<file path="src/rtl/mem_port_arbiter_if.sv">
// mem_port_arbiter_if: bundle of the two requester ports
// and the shared single-port RAM port.
interface mem_port_arbiter_if #(
  parameter int MEM_WIDTH  = 32,
  parameter int ADDR_WIDTH = 16
);
  logic                  p0_rden;
  logic                  p0_wren;
  logic [ADDR_WIDTH-1:0] p0_address;
  logic [MEM_WIDTH-1:0]  p0_wdata;
  logic                  p0_ack;
  logic [MEM_WIDTH-1:0]  p0_rdata;

  logic                  p1_rden;
  logic                  p1_wren;
  logic [ADDR_WIDTH-1:0] p1_address;
  logic [MEM_WIDTH-1:0]  p1_wdata;
  logic                  p1_ack;
  logic [MEM_WIDTH-1:0]  p1_rdata;

  logic                  mrden;
  logic                  mwren;
  logic [ADDR_WIDTH-1:0] maddress;
  logic [MEM_WIDTH-1:0]  mdout;
  logic [MEM_WIDTH-1:0]  mq;
  logic                  busy;

  modport slave (
    input  p0_rden, p0_wren, p0_address, p0_wdata,
    output p0_ack, p0_rdata,
    input  p1_rden, p1_wren, p1_address, p1_wdata,
    output p1_ack, p1_rdata,
    output mrden, mwren, maddress, mdout, busy,
    input  mq
  );

  modport master (
    output p0_rden, p0_wren, p0_address, p0_wdata,
    input  p0_ack, p0_rdata,
    output p1_rden, p1_wren, p1_address, p1_wdata,
    input  p1_ack, p1_rdata,
    input  mrden, mwren, maddress, mdout, busy,
    output mq
  );
endinterface

</file>
<file path="src/rtl/mem_port_arbiter.sv">
// mem_port_arbiter: round-robin arbiter sharing one
// single-port RAM between two cache requesters.
module mem_port_arbiter #(
  parameter int MEM_WIDTH  = 32,
  parameter int MEM_DEPTH  = 65536,
  parameter int ADDR_WIDTH = $clog2(MEM_DEPTH)
) (
  input  logic               clk,
  input  logic               rst,
  mem_port_arbiter_if.slave  bus
);

  typedef enum logic [1:0] {
    IDLE  = 2'd0,
    ISSUE = 2'd1,
    RESP  = 2'd2
  } state_t;

  state_t                state_q;
  logic                  owner_q;
  logic                  last_q;
  logic                  mrden_q;
  logic                  mwren_q;
  logic [ADDR_WIDTH-1:0] addr_q;
  logic [MEM_WIDTH-1:0]  wdata_q;

  logic                  req0;
  logic                  req1;
  logic                  gnt1_d;
  logic                  wr_d;
  logic [ADDR_WIDTH-1:0] addr_d;
  logic [MEM_WIDTH-1:0]  wdata_d;

  // Pick the winner and mux its request; write beats read.
  always_comb begin
    req0    = bus.p0_rden | bus.p0_wren;
    req1    = bus.p1_rden | bus.p1_wren;
    gnt1_d  = req1 & (~req0 | ~last_q);
    wr_d    = gnt1_d ? bus.p1_wren : bus.p0_wren;
    addr_d  = gnt1_d ? bus.p1_address : bus.p0_address;
    wdata_d = gnt1_d ? bus.p1_wdata : bus.p0_wdata;
  end

  // Sequencer: capture request, drive RAM one cycle, ack.
  always_ff @(posedge clk) begin
    if (!rst) begin
      state_q <= IDLE;
      owner_q <= 1'b0;
      last_q  <= 1'b1;
      mrden_q <= 1'b0;
      mwren_q <= 1'b0;
      addr_q  <= '0;
      wdata_q <= '0;
    end else begin
      case (state_q)
        IDLE: begin
          if (req0 | req1) begin
            owner_q <= gnt1_d;
            mrden_q <= ~wr_d;
            mwren_q <= wr_d;
            addr_q  <= addr_d;
            wdata_q <= wdata_d;
            state_q <= ISSUE;
          end
        end
        ISSUE: begin
          mrden_q <= 1'b0;
          mwren_q <= 1'b0;
          state_q <= RESP;
        end
        RESP: begin
          last_q  <= owner_q;
          state_q <= IDLE;
        end
        default: begin
          mrden_q <= 1'b0;
          mwren_q <= 1'b0;
          state_q <= IDLE;
        end
      endcase
    end
  end

  assign bus.mrden    = mrden_q;
  assign bus.mwren    = mwren_q;
  assign bus.maddress = addr_q;
  assign bus.mdout    = wdata_q;
  assign bus.busy     = (state_q != IDLE);
  assign bus.p0_ack   = (state_q == RESP) & ~owner_q;
  assign bus.p1_ack   = (state_q == RESP) & owner_q;
  assign bus.p0_rdata = bus.mq;
  assign bus.p1_rdata = bus.mq;

endmodule

</file>
<file path="src/flat_wrapper.sv">
// flat-port wrapper written by rule: the top's interface ports become plain ports
module mem_port_arbiter_flat 
#(
  parameter int MEM_WIDTH  = 32,
  parameter int MEM_DEPTH  = 65536,
  parameter int ADDR_WIDTH = $clog2(MEM_DEPTH)
)
  (clk, rst, bus_p0_rden, bus_p0_wren, bus_p0_address, bus_p0_wdata, bus_p0_ack, bus_p0_rdata, bus_p1_rden, bus_p1_wren, bus_p1_address, bus_p1_wdata, bus_p1_ack, bus_p1_rdata, bus_mrden, bus_mwren, bus_maddress, bus_mdout, bus_busy, bus_mq);
  mem_port_arbiter_if #(.MEM_WIDTH(MEM_WIDTH), .ADDR_WIDTH(ADDR_WIDTH)) bus_i ();
  input  logic clk;
  input  logic rst;
  input wire logic [$bits(bus_i.p0_rden)-1:0] bus_p0_rden;
  input wire logic [$bits(bus_i.p0_wren)-1:0] bus_p0_wren;
  input wire logic [$bits(bus_i.p0_address)-1:0] bus_p0_address;
  input wire logic [$bits(bus_i.p0_wdata)-1:0] bus_p0_wdata;
  output wire logic [$bits(bus_i.p0_ack)-1:0] bus_p0_ack;
  output wire logic [$bits(bus_i.p0_rdata)-1:0] bus_p0_rdata;
  input wire logic [$bits(bus_i.p1_rden)-1:0] bus_p1_rden;
  input wire logic [$bits(bus_i.p1_wren)-1:0] bus_p1_wren;
  input wire logic [$bits(bus_i.p1_address)-1:0] bus_p1_address;
  input wire logic [$bits(bus_i.p1_wdata)-1:0] bus_p1_wdata;
  output wire logic [$bits(bus_i.p1_ack)-1:0] bus_p1_ack;
  output wire logic [$bits(bus_i.p1_rdata)-1:0] bus_p1_rdata;
  output wire logic [$bits(bus_i.mrden)-1:0] bus_mrden;
  output wire logic [$bits(bus_i.mwren)-1:0] bus_mwren;
  output wire logic [$bits(bus_i.maddress)-1:0] bus_maddress;
  output wire logic [$bits(bus_i.mdout)-1:0] bus_mdout;
  output wire logic [$bits(bus_i.busy)-1:0] bus_busy;
  input wire logic [$bits(bus_i.mq)-1:0] bus_mq;
  assign bus_i.p0_rden = bus_p0_rden;
  assign bus_i.p0_wren = bus_p0_wren;
  assign bus_i.p0_address = bus_p0_address;
  assign bus_i.p0_wdata = bus_p0_wdata;
  assign bus_p0_ack = bus_i.p0_ack;
  assign bus_p0_rdata = bus_i.p0_rdata;
  assign bus_i.p1_rden = bus_p1_rden;
  assign bus_i.p1_wren = bus_p1_wren;
  assign bus_i.p1_address = bus_p1_address;
  assign bus_i.p1_wdata = bus_p1_wdata;
  assign bus_p1_ack = bus_i.p1_ack;
  assign bus_p1_rdata = bus_i.p1_rdata;
  assign bus_mrden = bus_i.mrden;
  assign bus_mwren = bus_i.mwren;
  assign bus_maddress = bus_i.maddress;
  assign bus_mdout = bus_i.mdout;
  assign bus_busy = bus_i.busy;
  assign bus_i.mq = bus_mq;
  mem_port_arbiter #(.MEM_WIDTH(MEM_WIDTH), .MEM_DEPTH(MEM_DEPTH), .ADDR_WIDTH(ADDR_WIDTH)) u_core (.clk(clk), .rst(rst), .bus(bus_i));
endmodule
</file>
<file path="config.mk">
export PLATFORM = sky130hd
export DESIGN_NAME = mem_port_arbiter_flat
export DESIGN_NICKNAME = d
export VERILOG_FILES = /design/src/rtl/mem_port_arbiter_if.sv /design/src/rtl/mem_port_arbiter.sv /design/src/flat_wrapper.sv
export SDC_FILE = /design/constraint.sdc
export NUM_CORES = 1
export LEC_CHECK = 0
export ABC_AREA = 0
export ABC_CLOCK_PERIOD_IN_PS = 1800
export CAP_MARGIN = 20
export CORE_ASPECT_RATIO = 0.8
export CORE_MARGIN = 2
export CORE_UTILIZATION = 31
export DETAILED_ROUTE_END_ITERATION = 6
export GPL_TIMING_DRIVEN = 0
export PLACE_DENSITY = 0.8
export SYNTH_ARGS = -nofsm -noshare
export SYNTH_HDL_FRONTEND = slang
export SYNTH_SLANG_ARGS = --single-unit
</file>
<file path="constraint.sdc">
create_clock -name clk -period 1.8 [get_ports clk]
set_input_delay 0.27 -clock clk [delete_from_list [all_inputs] [get_ports clk]]
set_output_delay 0.27 -clock clk [all_outputs]
set_load 0.02 [all_outputs]
</file>
Word level (Yosys, flattened, before mapping)
Cells that the tools add are included.
Widths: inputs -> output; s select.
{"block": "totals", "register_bits": 54, "in_bits": 134, "wordCells": 35}
{"block": "op_classes", "n_eq_ne": 3, "muxes": 9, "bitwise": 12, "n_reduce_logical": 4}
{"cell": "$mux 32", "n": 1}
{"cell": "$mux 16", "n": 1}
{"cell": "$not 1->1", "n": 5}
{"cell": "$or 1x1->1", "n": 4}
{"cell": "$pmux 1 s2", "n": 2}
{"cell": "$pmux 2 s2", "n": 1}
{"cell": "$reduce_and 2->1", "n": 2}
{"cell": "$and 1x1->1", "n": 3}
{"cell": "$mux 1", "n": 3}
{"cell": "$eq 2x1->1 const B", "n": 1}
{"cell": "$eq 2x2->1 const B", "n": 1}
{"cell": "$logic_not 2->1", "n": 1}
{"cell": "$mux 2", "n": 1}
{"cell": "$ne 2x1->1 const B", "n": 1}
{"cell": "$reduce_bool 2->1", "n": 1}

Longest topological paths before layout
Gate-level depths: netlist (run 1).
{"block": "depth", "depth_word": 8, "mapped_depth": 6, "mapped_depth_nobuf": 4}

Least setup slack after synthesis (run 1)
Ideal clock, no wire load.
{"block": "synth_timing", "kind": "register -> register", "startpoint": "reg u_core.state_q[1]", "endpoint": "reg u_core.addr_q[0] (netlist: u_core.bus.maddress[0])", "arrival_time_ns": 1.226, "setup_slack_ns": 0.437, "stages_incl_launch_ff": 5, "cell_sequence": "dfxtp_1 -> or2_1 -> nor2_4 -> clkbuf_1 -> a31oi_1"}
{"block": "synth_between", "elab_chain_len": 2}
{"element": "start: declaration", "line_no": "mem_port_arbiter.sv:19", "source": "state_t state_q;"}
{"element": "start signal: assignment", "line_no": "mem_port_arbiter.sv:47", "source": "state_q <= IDLE;"}
{"element": "start signal: assignment", "line_no": "mem_port_arbiter.sv:63", "source": "state_q <= ISSUE;"}
{"element": "start signal: assignment", "line_no": "mem_port_arbiter.sv:69", "source": "state_q <= RESP;"}
{"element": "$logic_not 2->1", "line_no": "mem_port_arbiter.sv:55", "source": "case (state_q)"}
{"element": "$reduce_and 2->1 (no line)"}
{"element": "end signal: assignment", "line_no": "mem_port_arbiter.sv:61", "source": "addr_q <= addr_d;"}
{"element": "end: declaration", "line_no": "mem_port_arbiter.sv:24", "source": "logic [ADDR_WIDTH-1:0] addr_q;"}
Every way passes these cells.
A chain may end at the register's enable or synchronous reset.

Worst setup path after layout (run 1)
{"block": "layout_timing", "startpoint": "in bus_p1_wren", "endpoint": "reg u_core.wdata_q[15] (netlist: u_core.bus.mdout[15])"}
{"block": "layout_between", "elab_chain_len": 3, "word_cells_on_any_way": 5, "cone_classes": "mux (1); bitwise (3); reduce/logical (1)"}
{"element": "start: declaration", "line_no": "flat_wrapper.sv:19", "source": "input wire logic [$bits(bus_i.p1_wren)-1:0] bus_p1_wren;"}
{"element": "$or 1x1->1 *", "line_no": "mem_port_arbiter.sv:37", "source": "req1 = bus.p1_rden | bus.p1_wren;"}
{"element": "$and 1x1->1 or $or 1x1->1 (tied branches)", "line_no": "mem_port_arbiter.sv:38, mem_port_arbiter.sv:57"}
{"element": "$mux 32 or $reduce_and 2->1 (tied branches)"}
{"element": "end signal: assignment", "line_no": "mem_port_arbiter.sv:62", "source": "wdata_q <= wdata_d;"}
{"element": "end: declaration", "line_no": "mem_port_arbiter.sv:25", "source": "logic [MEM_WIDTH-1:0] wdata_q;"}
Mark *: on every way between the ends. The rest lies on a longest branch, timed or not.

==> results of run 1 <==
worst register-to-register path, delay by kind of cell, from the launching register on:
family	cells	cell delay, ns
AND/OR/NAND/NOR	2	0.54
buffers and inverters	1	0.43
flip-flops	1	0.35
AO/OA/AOI/OAI	1	0.16
worst max path at each step:
stage                       from                endpoint  slack (ns)  depth (start not counted)
4_1_cts        u_core.state_q[1]              bus_p0_ack        0.02                          3
3_5_place_dp         bus_p0_wren    u_core.bus.mdout[14]       -0.19                          7
3_3_place_gp         bus_p0_wren    u_core.bus.mdout[18]       -0.18                          7
6_report             bus_p1_wren    u_core.bus.mdout[15]        0.11                          6
2_1_floorplan  u_core.state_q[1]  u_core.bus.maddress[0]        0.44                          4
5_1_grt              bus_p1_rden    u_core.bus.mdout[29]        0.03                          5
layer usage:
| layer | GRT usage | vias to the layer above | wire length (um) |
|---|---|---|---|
| met5 | 0 | - | 0 |
| met4 | 0.0489 | 0 | 143 |
| met3 | 0.0714 | 12 | 1010 |
| met2 | 0.369 | 149 | 5140 |
| met1 | 0.236 | 1529 | 4120 |
| li1 | - | 1610 | - |
sequential cells by signal (all words and copies together), names as in the netlist:
signal / flops
u_core.bus.mdout: 32
u_core.owner_q: 1
u_core.bus.mrden: 1
u_core.last_q: 1
u_core.bus.mwren: 1
u_core.state_q: 2
u_core.bus.maddress: 16
per-stage QoR:
step / power, mW / utilization / area (um2) / std cells
finish: 3.88 / 0.608 / 5250 / 698
global route: 4.09 / 0.608 / 5250 / 698
global placement: 2.97 / 0.592 / 5110 / 691
detailed placement: 3.00 / 0.592 / 5110 / 691
CTS: 3.91 / 0.608 / 5250 / 698
floorplan: 2.20 / - / 2790 / 361
final cells by class:
cell class,count,area (um2)
multi-input combinational,216,1070
inverter,2,7.51
timing repair buffer,218,2190
sequential,54,1080
fill,766,3380
clock buffer,7,133
buffer,89,631
tap,112,140
timing repair:
item | CTS | global route
pin swaps | 0 | 0
hold buffers | 0 | 0
resized for setup | 1 | 3
gates cloned | 0 | 0
setup endpoints to repair | 1 | 5
setup buffers | 0 | 0
endpoints found under the hold margin | 0 | 0
power by group through the flow:
| stage | Combinational, mW | Sequential [mW] | Clock (mW) |
|---|---|---|---|
| finish | 1.55 | 1.43 | 0.906 |
| global route | 1.67 | 1.44 | 0.981 |
| CTS | 1.56 | 1.43 | 0.926 |
| detailed placement | 1.55 | 1.45 | 0 |
| global placement | 1.53 | 1.44 | 0 |
| floorplan | 0.586 | 1.62 | 0 |
logic make-up (layout without fill, tap and decap cells):
group	Yosys count	in the layout	share of synthesized area
mux	1	1	0.00358
simple gates	112	112	0.169
compound gates	103	103	0.211
flops	54	54	0.387
buf+inv	91	316	0.228
cells in the final DEF, fill, tap and decap left out:
cell	count
nor4_4	1
o21ai_2	2
a31oi_1	48
buf_4	68
nor2_1	4
o21ai_1	8
nand3b_1	1
or2_1	1
o21ai_0	41
clkbuf_16	5
inv_1	2
nor3b_1	1
buf_6	4
nand2_1	97
nand2b_1	3
dfxtp_1	54
o21a_2	1
and3b_1	1
dlymetal6s2s_1	2
nor2b_1	1
dlygate4sd2_1	1
and2_1	1
a311o_1	1
a21oi_1	2
nor2_4	1
buf_2	9
clkdlybuf4s50_1	215
clkbuf_1	10
mux2i_1	1
==> results.json, run 1 <==
{
  "power_density_mw_per_mm2": 740,
  "critPathSlowestCell": "clkdlybuf4s50_1",
  "setup_violations": 0,
  "grt_pass1_vias": 3369,
  "hold_depth": 2,
  "hpwlAfterDp_mm": 8.28,
  "place_ws_ns": -0.191,
  "routedWlPerCell_um": 14.9,
  "synth-seq-cells": 54,
  "period_needed_ns": 1.69,
  "synth_area_leaders": "dfxtp_1 (39%), buf_4 (18%), nand2_1 (13%)",
  "clkPwrFrac": 0.233,
  "core_mm2": 0.00863,
  "synthToLayoutAreaGrowth_pct": 88.1,
  "drtPass1Iterations": 4,
  "clock.fmax_mhz": 592,
  "drv_cap": 0,
  "die-area_mm2": 0.00979,
  "hold_viol": 0,
  "clock_latency_ns": 0.28,
  "clock-skew-final_ns": 0.00607,
  "yosysTopAreaCell": "dfxtp_1",
  "postSynthCellCount": 361,
  "num_vias": 3300,
  "path_max_fanout": 10,
  "synthTopCellsByCount": "nand2_1 (97), buf_4 (68), dfxtp_1 (54)",
  "ir_worst_vdd_mv": 0.383,
  "grt_antenna_before_repair": 0,
  "synth-edff-count": 0,
  "remaining_drc_errors": 0,
  "io_buffers": 218,
  "ys_seq_area_frac": 0.387,
  "grt_max_degree": 15,
  "r2r_end": "u_core.bus.maddress[13]",
  "routed_wirelength_mm": 10.4,
  "p_leak_nw": 2.18,
  "finalNetCount": 720,
  "die_x_um": 110,
  "vias_per_cell": 4.73,
  "drtIter0Drc": 131,
  "cp_data_required_time_ns": 1.96,
  "r2r-start": "u_core.state_q[1]",
  "crit_path_max_incr_delay_ns": 0.51,
  "place.gp.congestion": 0.746,
  "syn_area_mm2": 0.00279,
  "synth_warnings": 0,
  "holdCritPathClass": "register to register",
  "holdWs_ns": 0.497,
  "status": "complete, no violations",
  "synth.most_common_cell": "nand2_1",
  "top_level_ports": 251,
  "timing.final.ws_setup_ns": 0.111,
  "ys_async_sr_fraction": 0,
  "seqPwrFrac": 0.367,
  "power_switching_mw": 1.21,
  "synth_fp_nets": 495,
  "worst_setup_path_start_kind": "input port",
  "critPathCaptureType": "register",
  "synthFlopType": "dfxtp_1",
  "track_usage": 0.205,
  "crit_type": "input port to register",
  "syn_avg_cell_area_um2": 7.74,
  "p_int_mw": 2.67,
  "initial_core_util": 0.323,
  "clockBufferDepth": 2,
  "die_h_um": 88.9,
  "finalMaxSlewViolations": 0,
  "postRouteAntennaNets": 0,
  "grt_overflow": 0,
  "yosysUniqueCellTypes": 25,
  "tritoncts": "done",
  "cp.arrival_ns": 1.85,
  "crit_chain": "clkdlybuf4s50_1 -> nor4_4 -> nor2_4 -> buf_2 -> o21ai_0 -> a31oi_1",
  "antenna_cells": 0,
  "synth_top_area_share": 0.387,
  "cp_num_buf_inv": 2,
  "rows": 30,
  "cts_made_buffers": 5,
  "drive_gt1_frac": 0.155,
  "relSlewSlack": 0.682,
  "period_share": 0.939,
  "r2r_slack_ns": 0.19,
  "grt_first_pass_wirelength_mm": 15.9,
  "cts_root_buf": "clkbuf_16",
  "reg2regPathDepth": 4,
  "hp-start": "u_core.bus.mwren",
  "cts_max_level": 2,
  "fin_setup_tns_ns": 0,
  "path_clk_slew_ns": 0.07,
  "worst_pin_slew_ns": 0.478,
  "cts_num_sinks": 54,
  "p_sw_frac": 0.312,
  "crit_family": "buffers and inverters",
  "min_to": "u_core.bus.mwren",
  "pwr-share-comb": 0.400,
  "rsz0062_at_grt": "false"
}
(Power assumes the default switching activity.)
==> run 2, diff against run 1 <==
--- a/config.mk
+++ b/config.mk
@@ -7,9 +7,9 @@
 export LEC_CHECK = 0
 export ABC_AREA = 0
 export ABC_CLOCK_PERIOD_IN_PS = 1800
-export CAP_MARGIN = 20
+export CAP_MARGIN = 5
 export CORE_ASPECT_RATIO = 0.8
-export CORE_MARGIN = 2
+export CORE_MARGIN = 1.5
 export CORE_UTILIZATION = 31
 export DETAILED_ROUTE_END_ITERATION = 6
 export GPL_TIMING_DRIVEN = 0
==> results.json, run 2 (same netlist as run 1, synthesis figures left out) <==
{
  "fin_setup_tns_ns": 0,
  "crit_path_max_incr_delay_ns": 0.53,
  "cts_max_level": 2,
  "cts_made_buffers": 5,
  "r2r-start": "u_core.state_q[1]",
  "period_share": 0.920,
  "power_density_mw_per_mm2": 720,
  "min_to": "u_core.bus.mrden",
  "instances_no_fill": 699,
  "track_usage": 0.203,
  "p_leak_nw": 2.15,
  "path_max_fanout": 10,
  "vias_per_cell": 4.70,
  "use_met3": 0.0640,
  "path_clk_slew_ns": 0.10,
  "initial_core_util": 0.325,
  "grt_overflow": 0,
  "drive_gt1_frac": 0.158,
  "reg2regPathDepth": 4,
  "hold_viol": 0,
  "holdCritPathClass": "register to register",
  "grt_pass1_vias": 3214,
  "relSlewSlack": 0.683,
  "die-area_mm2": 0.00959,
  "hpwlAfterDp_mm": 8.15,
  "period_needed_ns": 1.66,
  "ir_worst_vdd_mv": 0.326,
  "worst_setup_path_start_kind": "input port",
  "cts_root_buf": "clkbuf_8",
  "io_buffers": 218,
  "cts_num_sinks": 54,
  "status": "complete, no violations",
  "r2r_slack_ns": 0.18,
  "clock-skew-final_ns": 0.00895,
  "top_level_ports": 251,
  "clockBufferDepth": 2,
  "setup_violations": 0,
  "crit_type": "input port to register",
  "antenna_cells": 0,
  "grt_antenna_before_repair": 0,
  "mostFrequentLayoutCells": "clkdlybuf4s50_1 (215), nand2_1 (97), buf_4 (68)",
  "hold_depth": 2,
  "die_x_um": 109,
  "postCtsSetupBuffers": 0,
  "critPathCaptureType": "register",
  "cts_resized": 3,
  "grt-busiest-layer": "met2",
  "num_vias": 3284,
  "worst_pin_slew_ns": 0.475,
  "r2r_end": "u_core.bus.maddress[1]",
  "die_h_um": 87.9,
  "cp.arrival_ns": 1.89,
  "clock.fmax_mhz": 604,
  "cp_data_required_time_ns": 2.04,
  "finalMaxSlewViolations": 0,
  "routed_wirelength_mm": 10.4,
  "grt_first_pass_wirelength_mm": 15.3,
  "rows": 30,
  "drtIter0Drc": 160,
  "placed_cells_incl_taps": 691,
  "gr-usage-met2": 0.377,
  "grt_max_degree": 16,
  "place.gp.congestion": 0.747,
  "postRouteAntennaNets": 0,
  "hold_buffers": 0,
  "clock_latency_ns": 0.30,
  "synthToLayoutAreaGrowth_pct": 87.0,
  "tritoncts": "done",
  "drtPass1Iterations": 4,
  "cp_common_cell": "buf_4",
  "final_common_cell": "clkdlybuf4s50_1",
  "finalNetCount": 720,
  "core_mm2": 0.00860,
  "rsz0062_at_grt": "false",
  "critPathSlowestCell": "clkdlybuf4s50_1",
  "grt_use_met1": 0.231,
  "hp-start": "u_core.bus.mrden",
  "routedWlPerCell_um": 14.8,
  "largest_register_ff_count": 32,
  "drv_cap": 0,
  "crit_chain": "clkdlybuf4s50_1 -> o21ai_2 -> o21a_1 -> buf_4 -> buf_4 -> nand2_1 -> a31oi_1",
  "remaining_drc_errors": 0
}
[run 2: cell types whose count changed in the layout (fill, tap and decap cells not counted)]
cell            previous run  this run
clkbuf_16                  5         0
o21a_1                     0         1
clkbuf_1                  10         8
dlygate4sd2_1              1         3
o21a_2                     1         0
dlymetal6s2s_1             2         0
clkbuf_8                   0         8
[run 2: cell type report]
class	count	area (um2)
Fill cell	776	3370
Timing Repair Buffer	218	2180
Inverter	2	7.51
Multi-Input combinational cell	216	1070
Sequential cell	54	1080
Buffer	89	631
Clock buffer	8	110
Tap cell	112	140
[run 2: worst max-delay path by stage]
stage                      start                 endpoint  slack [ns]  cells after the start
2_1_floorplan  u_core.state_q[1]   u_core.bus.maddress[0]        0.44                      4
3_3_place_gp         bus_p0_wren     u_core.bus.mdout[19]       -0.17                      7
3_5_place_dp         bus_p0_wren  u_core.bus.maddress[13]       -0.20                      5
4_1_cts              bus_p0_wren     u_core.bus.mdout[19]        0.12                      7
5_1_grt              bus_p0_wren     u_core.bus.mdout[17]        0.02                      7
6_report             bus_p0_wren     u_core.bus.mdout[19]        0.14                      7
[run 2: report_power, final]
part | internal, mW | leakage, nW | switching, mW
logic | 0.811 | 1.64 | 0.733
registers | 1.35 | 0.449 | 0.0781
clock network | 0.390 | 0.0575 | 0.399
[run 2: layer usage]
metal  share of wire  wire length [um]
met1            0.39              4070
met2            0.51              5240
met3           0.094               979
met4          0.0065                67
met5               0                 0
[run 2: stage by stage]
stage,hold slack (ns),worst slack [ns],util,power [mW],cell area [um2]
CTS,0.507,0.115,0.607,3.79,5220
floorplan,0.408,0.437,-,2.20,2790
global route,0.524,0.0186,0.607,3.95,5220
global placement,0.463,-0.167,0.595,2.98,5110
detailed placement,0.493,-0.200,0.595,3.01,5110
finish,0.508,0.143,0.607,3.76,5220
[run 2: worst max-delay path: cells and delay by family]
family / cells / cell delay, ns
compound gates: 3 / 0.62
buf+inv: 3 / 0.93
simple gates: 1 / 0.07
==> run 3, diff against run 2 <==
--- a/config.mk
+++ b/config.mk
@@ -8,12 +8,14 @@
 export ABC_AREA = 0
 export ABC_CLOCK_PERIOD_IN_PS = 1800
 export CAP_MARGIN = 5
+export CELL_PAD_IN_SITES_DETAIL_PLACEMENT = 0
+export CELL_PAD_IN_SITES_GLOBAL_PLACEMENT = 1
 export CORE_ASPECT_RATIO = 0.8
 export CORE_MARGIN = 1.5
-export CORE_UTILIZATION = 31
+export CORE_UTILIZATION = 20
 export DETAILED_ROUTE_END_ITERATION = 6
 export GPL_TIMING_DRIVEN = 0
-export PLACE_DENSITY = 0.8
+export PLACE_DENSITY_LB_ADDON = 0.1
 export SYNTH_ARGS = -nofsm -noshare
 export SYNTH_HDL_FRONTEND = slang
 export SYNTH_SLANG_ARGS = --single-unit
==> results.json, run 3 (same netlist as run 1, synthesis figures left out) <==
{
  "p_sw_frac": 0.318,
  "reg2regPathDepth": 4,
  "pwr-share-comb": 0.390,
  "stdcell_area_mm2": 0.00535,
  "clock.fmax_mhz": 614,
  "crit_type": "register to output pin",
  "finalNetCount": 720,
  "period_share": 0.905,
  "top_level_ports": 251,
  "grt_pass1_vias": 2932,
  "ir_worst_vdd_mv": 0.389,
  "grt_first_pass_wirelength_mm": 15.6,
  "clock-skew-final_ns": 0.00665,
  "setup_violations": 0,
  "r2r_slack_ns": 0.24,
  "drtPass1Iterations": 4,
  "routed_wirelength_mm": 10.6,
  "finish.utilization": 0.393,
  "critPathSlowestCell": "dfxtp_1",
  "die_x_um": 135,
  "r2r_end": "u_core.bus.maddress[13]",
  "remaining_drc_errors": 0,
  "hpwlAfterDp_mm": 8.13,
  "rows": 38,
  "hold_viol": 0,
  "hold_depth": 2,
  "r2r-start": "u_core.state_q[1]",
  "crit_family": "flip-flops",
  "power_density_mw_per_mm2": 744,
  "routedWlPerCell_um": 13.9,
  "mostFrequentLayoutCells": "clkdlybuf4s50_1 (215), nand2_1 (97), buf_4 (68)",
  "clockBufferDepth": 2,
  "grt_overflow": 0,
  "tritoncts": "done",
  "synthToLayoutAreaGrowth_pct": 91.4,
  "hp-start": "u_core.bus.mwren",
  "holdCritPathClass": "register to register",
  "placed_cells_incl_taps": 759,
  "cp.arrival_ns": 1.36,
  "status": "complete, no violations",
  "final_common_cell": "clkdlybuf4s50_1",
  "clkPwrFrac": 0.252,
  "core_mm2": 0.0136,
  "power_switching_mw": 1.26,
  "cts_max_level": 2,
  "period_needed_ns": 1.63,
  "relSlewSlack": 0.662,
  "min_to": "u_core.bus.mwren",
  "cp_num_buf_inv": 1,
  "largest_register_ff_count": 32,
  "drive_gt1_frac": 0.158,
  "cts_resized": 3,
  "postCtsSetupBuffers": 0,
  "vias_per_cell": 4.18,
  "initial_core_util": 0.205,
  "worst_setup_path_start_kind": "register",
  "placed_area_mm2": 0.00520,
  "num_vias": 3204,
  "hold_buffers": 0,
  "grt_antenna_before_repair": 0,
  "die-area_mm2": 0.0147,
  "die_h_um": 109,
  "cp_data_required_time_ns": 1.53,
  "cts_root_buf": "clkbuf_16",
  "path_clk_slew_ns": 0.07,
  "cts_num_sinks": 54,
  "drtIter0Drc": 76,
  "seqPwrFrac": 0.358,
  "p_int_mw": 2.71,
  "fin_setup_tns_ns": 0,
  "drv_cap": 0,
  "place.gp.congestion": 0.753,
  "postRouteAntennaNets": 0,
  "finalMaxSlewViolations": 0,
  "io_buffers": 218,
  "crit_path_max_incr_delay_ns": 0.41,
  "track_usage": 0.136,
  "rsz0062_at_grt": "false",
  "p_leak_nw": 2.17,
  "antenna_cells": 0,
  "clock_latency_ns": 0.29,
  "crit_chain": "nand2b_1 -> nor2_1 -> dlygate4sd2_1",
  "cts_made_buffers": 5,
  "worst_pin_slew_ns": 0.507,
  "instances_no_fill": 767,
  "path_max_fanout": 6,
  "grt_max_degree": 16,
  "holdWs_ns": 0.482,
  "critPathCaptureType": "output pin"
}
==> run 3: cell count changes in the layout (fill, tap and decap cells not counted), sizes merged <==
cell	change
clkinv	+1
clkbuf	-1
==> run 3: cell type report <==
class	count	area (um2)
multi-input combinational	216	1070
fill	1423	8250
tap	180	225
clock inverter	1	5.00
clock buffer	7	143
timing repair buffer	218	2180
buffer	89	631
sequential	54	1080
inverter	2	7.51
==> run 3: worst min-delay path: stages (launching register included) <==
cell,delay (ns)
dfxtp_1,0.31
o21ai_0,0.06
a21oi_1,0.06
==> run 3: per-stage QoR <==
| step | worst slack [ns] | total power [mW] |
|---|---|---|
| finish | 0.172 | 3.97 |
| floorplan | 0.437 | 2.20 |
| detailed placement | -0.227 | 3.02 |
| global placement | -0.215 | 3.01 |
| CTS | 0.0637 | 4.04 |
| global route | 0.0581 | 4.19 |
==> run 3: routing by layer <==
layer	share of wire	wire length [um]	GRT usage
met5	0	0	0
met4	0.0050	53	0.0230
met3	0.11	1180	0.0600
met2	0.45	4750	0.216
met1	0.44	4640	0.173
==> run 3: how the worst max path moves through the flow <==
stage | cells past startpoint | start | slack (ns) | end
after detailed placement | 7 | bus_p0_wren | -0.23 | u_core.bus.mdout[17]
final | 3 | u_core.state_q[1] | 0.17 | bus_p1_ack
after CTS | 7 | bus_p0_wren | 0.06 | u_core.bus.mdout[17]
after floorplan | 4 | u_core.state_q[1] | 0.44 | u_core.bus.maddress[0]
after global placement | 7 | bus_p0_wren | -0.22 | u_core.bus.mdout[21]
after global routing | 6 | bus_p1_wren | 0.06 | u_core.bus.mdout[14]
==> run 3: power groups by stage <==
stage,clock (mW),combinational (mW),sequential [mW]
floorplan,0,0.586,1.62
global placement,0,1.57,1.44
detailed placement,0,1.57,1.44
CTS,1.05,1.57,1.42
global route,1.08,1.67,1.44
finish,1.00,1.55,1.42
